$ cat config.mk
export PLATFORM = sky130hd
export DESIGN_NAME = messenger_nt_flat
export DESIGN_NICKNAME = d
export VERILOG_FILES = /design/src/rtl/messenger_nt_if.sv /design/src/rtl/messenger_nt.sv /design/src/flat_wrapper.sv
export SDC_FILE = /design/constraint.sdc
export NUM_CORES = 1
export LEC_CHECK = 0
export CAP_MARGIN = 20
export CORE_MARGIN = 5
export CORE_UTILIZATION = 55
export CTS_CLUSTER_SIZE = 20
export DETAILED_ROUTE_END_ITERATION = 10
export GPL_TIMING_DRIVEN = 0
export PLACE_DENSITY = 0.79
export SLEW_MARGIN = 20
export SYNTH_ARGS = -nofsm -noshare
export SYNTH_HDL_FRONTEND = slang
export SYNTH_SLANG_ARGS = --single-unit
$ cat constraint.sdc
create_clock -name CLK -period 19 [get_ports CLK]
set_input_delay 3.8 -clock CLK [delete_from_list [all_inputs] [get_ports CLK]]
set_output_delay 3.8 -clock CLK [all_outputs]
set_load 0.01 [all_outputs]
$ cat src/rtl/messenger_nt_if.sv
// messenger_nt_if: EU, network, context-channel and error-port signals of the message dispatcher
interface messenger_nt_if #(
    parameter int THREADS = 2
);
    logic [THREADS-1:0]    EUREQ;
    logic [64*THREADS-1:0] EUPARAM;
    logic [THREADS-1:0]    EUACK;
    logic                  NETREQ;
    logic [121:0]          NETPARAM;
    logic                  NETMSGRD;
    logic [THREADS-1:0]    ContextREQ;
    logic [96*THREADS-1:0] ContextMSG;
    logic [THREADS-1:0]    ContextRDY;
    logic [THREADS-1:0]    QFULL;
    logic                  ESTB;
    logic [63:0]           ERRC;

    modport master (
        output EUREQ, EUPARAM, NETREQ, NETPARAM, ContextRDY,
        input  EUACK, NETMSGRD, ContextREQ, ContextMSG, QFULL, ESTB, ERRC
    );

    modport slave (
        input  EUREQ, EUPARAM, NETREQ, NETPARAM, ContextRDY,
        output EUACK, NETMSGRD, ContextREQ, ContextMSG, QFULL, ESTB, ERRC
    );
endinterface

$ cat src/rtl/messenger_nt.sv
// messenger_nt: per-thread queued dispatcher of EU/network messages to context channels with delivery timeout
module messenger_nt #(
    parameter int THREADS = 2,
    parameter int QDEPTH  = 4,
    parameter int TMO     = 1023
) (
    input logic           CLK,
    input logic           RESET,
    messenger_nt_if.slave bus
);
    localparam int AW = $clog2(QDEPTH);
    localparam int TW = THREADS > 1 ? $clog2(THREADS) : 1;

    typedef enum logic [1:0] {IDLE, REQ, ERR} state_t;

    state_t             st     [THREADS];
    logic               req    [THREADS];
    logic               full_q [THREADS];
    logic [95:0]        msg    [THREADS];
    logic [THREADS-1:0] full, eu_wr, net_wr, gnt;
    logic [TW-1:0]      ts;
    logic               ts_ok, bad_req, bad_gnt, bad_done, any_gnt;
    logic [2:0]         gidx;
    logic [31:0]        err_idx;
    logic [95:0]        net_entry;

    assign ts        = THREADS > 1 ? bus.NETPARAM[80 +: TW] : '0;
    assign ts_ok     = int'(ts) < THREADS;
    assign net_entry = {bus.NETPARAM[63:32], 6'h02, bus.NETPARAM[121:120], bus.NETPARAM[119:96],
                        16'h0, bus.NETPARAM[79:64]};
    assign bad_req   = bus.NETREQ & ~ts_ok & ~bad_done;

    // Write gating uses the registered full flag; the shared error port goes to the lowest ERR thread
    always_comb begin
        full           = '0;
        eu_wr          = '0;
        net_wr         = '0;
        gnt            = '0;
        any_gnt        = 1'b0;
        gidx           = '0;
        err_idx        = '0;
        bus.ContextREQ = '0;
        bus.ContextMSG = '0;
        bus.QFULL      = '0;
        bus.EUACK      = '0;
        for (int i = 0; i < THREADS; i++) begin
            full[i]   = full_q[i];
            eu_wr[i]  = bus.EUREQ[i] & ~full[i];
            net_wr[i] = bus.NETREQ & ts_ok & (ts == TW'(i)) & ~bus.EUREQ[i] & ~full[i];
            if (st[i] == ERR && !any_gnt) begin
                gnt[i]  = 1'b1;
                any_gnt = 1'b1;
                gidx    = 3'(i);
                err_idx = msg[i][31:0];
            end
            bus.ContextREQ[i]         = req[i];
            bus.ContextMSG[96*i +: 96] = msg[i];
            bus.QFULL[i]              = full[i];
            bus.EUACK[i]              = eu_wr[i];
        end
        bad_gnt      = bad_req & ~any_gnt;
        bus.NETMSGRD = |net_wr;
    end

    always_ff @(posedge CLK) begin
        if (RESET) begin
            bus.ESTB <= 1'b0;
            bus.ERRC <= '0;
            bad_done <= 1'b0;
        end else begin
            bus.ESTB <= any_gnt | bad_gnt;
            if (any_gnt)
                bus.ERRC <= {8'hE1, 5'h0, gidx, 16'h0, err_idx};
            else if (bad_gnt)
                bus.ERRC <= {8'hE2, 24'h0, bus.NETPARAM[95:64]};
            // one bad-target strobe per NETREQ assertion
            bad_done <= bus.NETREQ & (bad_done | bad_gnt);
        end
    end

    for (genvar t = 0; t < THREADS; t++) begin : g_th
        logic [95:0]   mem [QDEPTH];
        logic [95:0]   eu_entry;
        logic [AW-1:0] wp, rp;
        logic [AW:0]   cnt, cnt_n;
        logic [15:0]   tmr;
        logic          wr, pop;
        state_t        st_n;

        assign eu_entry = {bus.EUPARAM[64*t+32 +: 32], 8'h01, 24'h0, bus.EUPARAM[64*t +: 32]};
        assign wr       = eu_wr[t] | net_wr[t];
        assign pop      = (st[t] == REQ && bus.ContextRDY[t]) || (st[t] == ERR && gnt[t]);
        assign cnt_n    = cnt + (AW+1)'(wr) - (AW+1)'(pop);

        // RDY takes precedence over a timeout in the same cycle
        always_comb begin
            st_n = st[t];
            if (st[t] == IDLE)
                st_n = cnt != '0 ? REQ : IDLE;
            else if (st[t] == REQ)
                st_n = bus.ContextRDY[t] ? IDLE : (tmr == 16'(TMO) ? ERR : REQ);
            else
                st_n = gnt[t] ? IDLE : ERR;
        end

        always_ff @(posedge CLK) begin
            if (wr)
                mem[wp] <= eu_wr[t] ? eu_entry : net_entry;
        end

        always_ff @(posedge CLK) begin
            if (RESET) begin
                st[t]     <= IDLE;
                wp        <= '0;
                rp        <= '0;
                cnt       <= '0;
                tmr       <= '0;
                req[t]    <= 1'b0;
                msg[t]    <= '0;
                full_q[t] <= 1'b0;
            end else begin
                st[t]     <= st_n;
                wp        <= wp + AW'(wr);
                rp        <= rp + AW'(pop);
                cnt       <= cnt_n;
                full_q[t] <= cnt_n == (AW+1)'(QDEPTH);
                tmr       <= st[t] == REQ ? tmr + 16'd1 : '0;
                req[t]    <= st_n == REQ;
                if (st[t] == IDLE && st_n == REQ)
                    msg[t] <= mem[rp];
            end
        end
    end
endmodule
$ cat src/flat_wrapper.sv
// flat-port wrapper written by rule: the top's interface ports become plain ports
module messenger_nt_flat 
#(
    parameter int THREADS = 2,
    parameter int QDEPTH  = 4,
    parameter int TMO     = 1023
)
  (CLK, RESET, bus_EUREQ, bus_EUPARAM, bus_NETREQ, bus_NETPARAM, bus_ContextRDY, bus_EUACK, bus_NETMSGRD, bus_ContextREQ, bus_ContextMSG, bus_QFULL, bus_ESTB, bus_ERRC);
  messenger_nt_if #(.THREADS(THREADS)) bus_i ();
  input logic CLK;
  input logic RESET;
  input wire logic [$bits(bus_i.EUREQ)-1:0] bus_EUREQ;
  input wire logic [$bits(bus_i.EUPARAM)-1:0] bus_EUPARAM;
  input wire logic [$bits(bus_i.NETREQ)-1:0] bus_NETREQ;
  input wire logic [$bits(bus_i.NETPARAM)-1:0] bus_NETPARAM;
  input wire logic [$bits(bus_i.ContextRDY)-1:0] bus_ContextRDY;
  output wire logic [$bits(bus_i.EUACK)-1:0] bus_EUACK;
  output wire logic [$bits(bus_i.NETMSGRD)-1:0] bus_NETMSGRD;
  output wire logic [$bits(bus_i.ContextREQ)-1:0] bus_ContextREQ;
  output wire logic [$bits(bus_i.ContextMSG)-1:0] bus_ContextMSG;
  output wire logic [$bits(bus_i.QFULL)-1:0] bus_QFULL;
  output wire logic [$bits(bus_i.ESTB)-1:0] bus_ESTB;
  output wire logic [$bits(bus_i.ERRC)-1:0] bus_ERRC;
  assign bus_i.EUREQ = bus_EUREQ;
  assign bus_i.EUPARAM = bus_EUPARAM;
  assign bus_i.NETREQ = bus_NETREQ;
  assign bus_i.NETPARAM = bus_NETPARAM;
  assign bus_i.ContextRDY = bus_ContextRDY;
  assign bus_EUACK = bus_i.EUACK;
  assign bus_NETMSGRD = bus_i.NETMSGRD;
  assign bus_ContextREQ = bus_i.ContextREQ;
  assign bus_ContextMSG = bus_i.ContextMSG;
  assign bus_QFULL = bus_i.QFULL;
  assign bus_ESTB = bus_i.ESTB;
  assign bus_ERRC = bus_i.ERRC;
  messenger_nt #(.THREADS(THREADS), .QDEPTH(QDEPTH), .TMO(TMO)) u_core (.CLK(CLK), .RESET(RESET), .bus(bus_i));
endmodule
==> qor.txt <==
Yosys cell types: 45
vias per inst: 5.816
Max Cap Viol: 0
ANT nets after route: 0
Power per Cell Area: 149.7 nW/um^2
skew final: 0.02478 ns
dpl cells: 3609
CTS Buf Count: 98
post-synthesis register bit count: 999
GRT overflow: 0
RR Startpoint: u_core.st[0][0]$_SDFF_PP0_
Starting Density: 55.48%
Clock power frac: 28.1%
drt wl/cell: 26.79 um
# DRC: 0
Worst Path Required: 15.20 ns
TNS Setup: 0 ns
dpl ws: 8.272 ns
num ports: 521
H-tree lvl count: 3
most instantiated cells after synthesis: edfxtp_1, mux4_2, nand2_1
cell taking the most area after synthesis: edfxtp_1
Tot GR Track Use: 26.23%
CTS root buf: clkbuf_16
non-filler cells, final: 3796
fin area: 48990 sq um
reg-to-reg endpoint: u_core.full_q[0]$_SDFF_PP0_
TritonCTS Sinks: 999
outcome: finished, final reports clean
Min-Delay Endpoint: u_core.g_th[0].tmr[0]$_SDFF_PP0_
initial antenna violation count: 5
Top FF cell, synth: edfxtp_1
RSZ-0062 raised after global routing: no
post-layout total power: 7.333 mW
first-pass GRT wire length: 149800 um
clock slew at the register clock pins of the worst setup and hold paths: 0.06 ns
Post-synth EDFFs: 910
Pint: 5.271 mW
Worst Setup End Kind: output pin
dpl hpwl: 72400 um
sw frac: 28.12%
fin nets: 3038
core footprint: 70150 sq um
Slew Limit Fails: 0
r2r setup slk: 15.48 ns
Arr. time, crit path: 6.62 ns
Sw Pwr: 2.062 mW
final setup violation count: 0
GPL Wtd Cong: 0.9170
share of the synthesized area in the top cell type: 70.22%
average cell area after synthesis: 18.32 sq um
worst slew pin tran: 1.124 ns
Std-Cell Rows: 97
DIE WIDTH: 276.0 um
fin crit share: 54.85%
FFs w/ async S/R, synth: 0%
HP Class: flop to flop
static leakage: 17.03 nW
cts repair resizes: 0
Core Util, Final: 69.83%
most frequent cell after synthesis: edfxtp_1
hold path startpoint: u_core.g_th[0].tmr[0]$_SDFF_PP0_
Peak VDD IR: 0.09270 mV
CP Max Fanout: 10
Die Height: 276.0 um
fin crit period: 10.42 ns
cts hold-fix bufs: 0
DRT iter0 DRCs: 2097
layout cells sized above 1: 19.63%
full die area: 76180 sq um
largest net degree at the start of global routing: 41
warning count from the yosys run: 0
fmax: 95.95 MHz
Final WS setup: 8.578 ns
Post-DP Area: 45520 sq um
synthesis-to-finish area growth: 25.87%
Slew headroom: 25.06%
combinational group share of total power: 26.2%
Setup crit start kind: input port
Reg2Reg Depth: 12
Hold WS: 0.4666 ns
vias in the first global route: 23255
Skew-Pair Late Insertion Delay: 0.64 ns
synthesized cell area: 38920 sq um
Cells after Synth: 2124
sequential fraction of the synthesis area: 74.79%
CTS tree: built
path type of the worst setup path: input port to output pin
share of power burned in registers: 45.7%
vias: 22078
Routed WL: 101700 um
WHS Path Cells: 1
top cells by area, synth: edfxtp_1, mux4_2, dfxtp_1
Port Buffers: 436
Final Hold Vio Count: 0
drt first pass iters: 5
Clock Path Buffers: 3
Post-CTS Setup Bufs: 0
==> cell families (layout without fill, tap and decap cells) <==
group / Yosys count / in the layout / synth area share (%)
multiplexers: 263 / 263 / 12.77
flip-flops: 999 / 999 / 74.79
XOR/XNOR: 28 / 28 / 0.6301
AO/OA/AOI/OAI: 59 / 59 / 1.067
AND/OR/NAND/NOR: 583 / 583 / 7.777
adder cells (fa/ha/maj): 12 / 12 / 0.4244
other: 1 / 40 / 0.009636
buffers and inverters: 179 / 872 / 2.527
==> layout by cell type, fill, tap and decap left out, drive strengths merged, types with 24 or more instances in the layout <==
cell type,count
xnor2,24
and2,83
a211oi,34
dfxtp,89
clkdlybuf4s50,436
mux2,48
and3,96
clkinv,35
clkbuf,188
conb,37
mux4,182
buf,167
nor2,81
nor2b,104
mux2i,33
nand2,163
edfxtp,910
==> worst max-delay path by stage <==
stage / startpoint / to / slack, ns
6_report: bus_EUREQ[0] / bus_EUACK[0] / 8.58
5_1_grt: bus_EUREQ[0] / bus_EUACK[0] / 8.47
4_1_cts: bus_EUREQ[0] / bus_EUACK[0] / 8.24
3_5_place_dp: bus_EUREQ[0] / bus_EUACK[0] / 8.27
3_3_place_gp: bus_NETREQ / u_core.g_th[1].mem[1][65]$_DFFE_PP_ / -4.03
2_1_floorplan: bus_NETPARAM[80] / u_core.g_th[1].mem[1][0]$_DFFE_PP_ / 5.01
==> cell type report <==
class	count	area, sq um
multi-input cells	982	9021
flip-flops and latches	999	29110
plain buffers	159	909.6
diodes	3	7.507
clock inverters	61	798.3
well taps	940	1176
inverters	20	75.07
fillers	4415	21160
repair buffers	509	5233
clock buffers	123	2659
==> power groups by stage <==
stage / Combinational [mW] / Sequential [mW] / Clock, mW
after floorplan: 0.837 / 3.48 / 0
after global placement: 1.73 / 3.54 / 0
after detailed placement: 1.91 / 3.39 / 0
after CTS: 1.93 / 3.36 / 2.08
after global routing: 2.03 / 3.39 / 2.17
final: 1.92 / 3.35 / 2.06
==> state kept, by name (all words and copies together), names as in the netlist <==
signal and cells:
u_core.g_th.mem 728, u_core.msg 182, u_core.bus.ERRC 34, u_core.g_th.tmr 32
u_core.g_th.cnt 6, u_core.g_th.rp 4, u_core.g_th.wp 4, u_core.st 4
u_core.full_q 2, u_core.req 2, u_core.bus.ESTB 1
==> per-layer routing <==
metal	vias up	GRT usage [%]	wire [um]
met3	190	7.239	9946
met1	11245	34.52	38500
li1	9446	-	-
met5	-	0	13
met4	2	8.721	3539
met2	1195	43.10	49680
==> critical path: stages <==
cell,delay [ns]
clkdlybuf4s50_1,0.52
inv_1,0.08
nor2_1,0.52
clkbuf_2,0.56
clkbuf_1,0.48
clkdlybuf4s50_1,0.66
No activity file was read; power rests on OpenSTA's default activity.
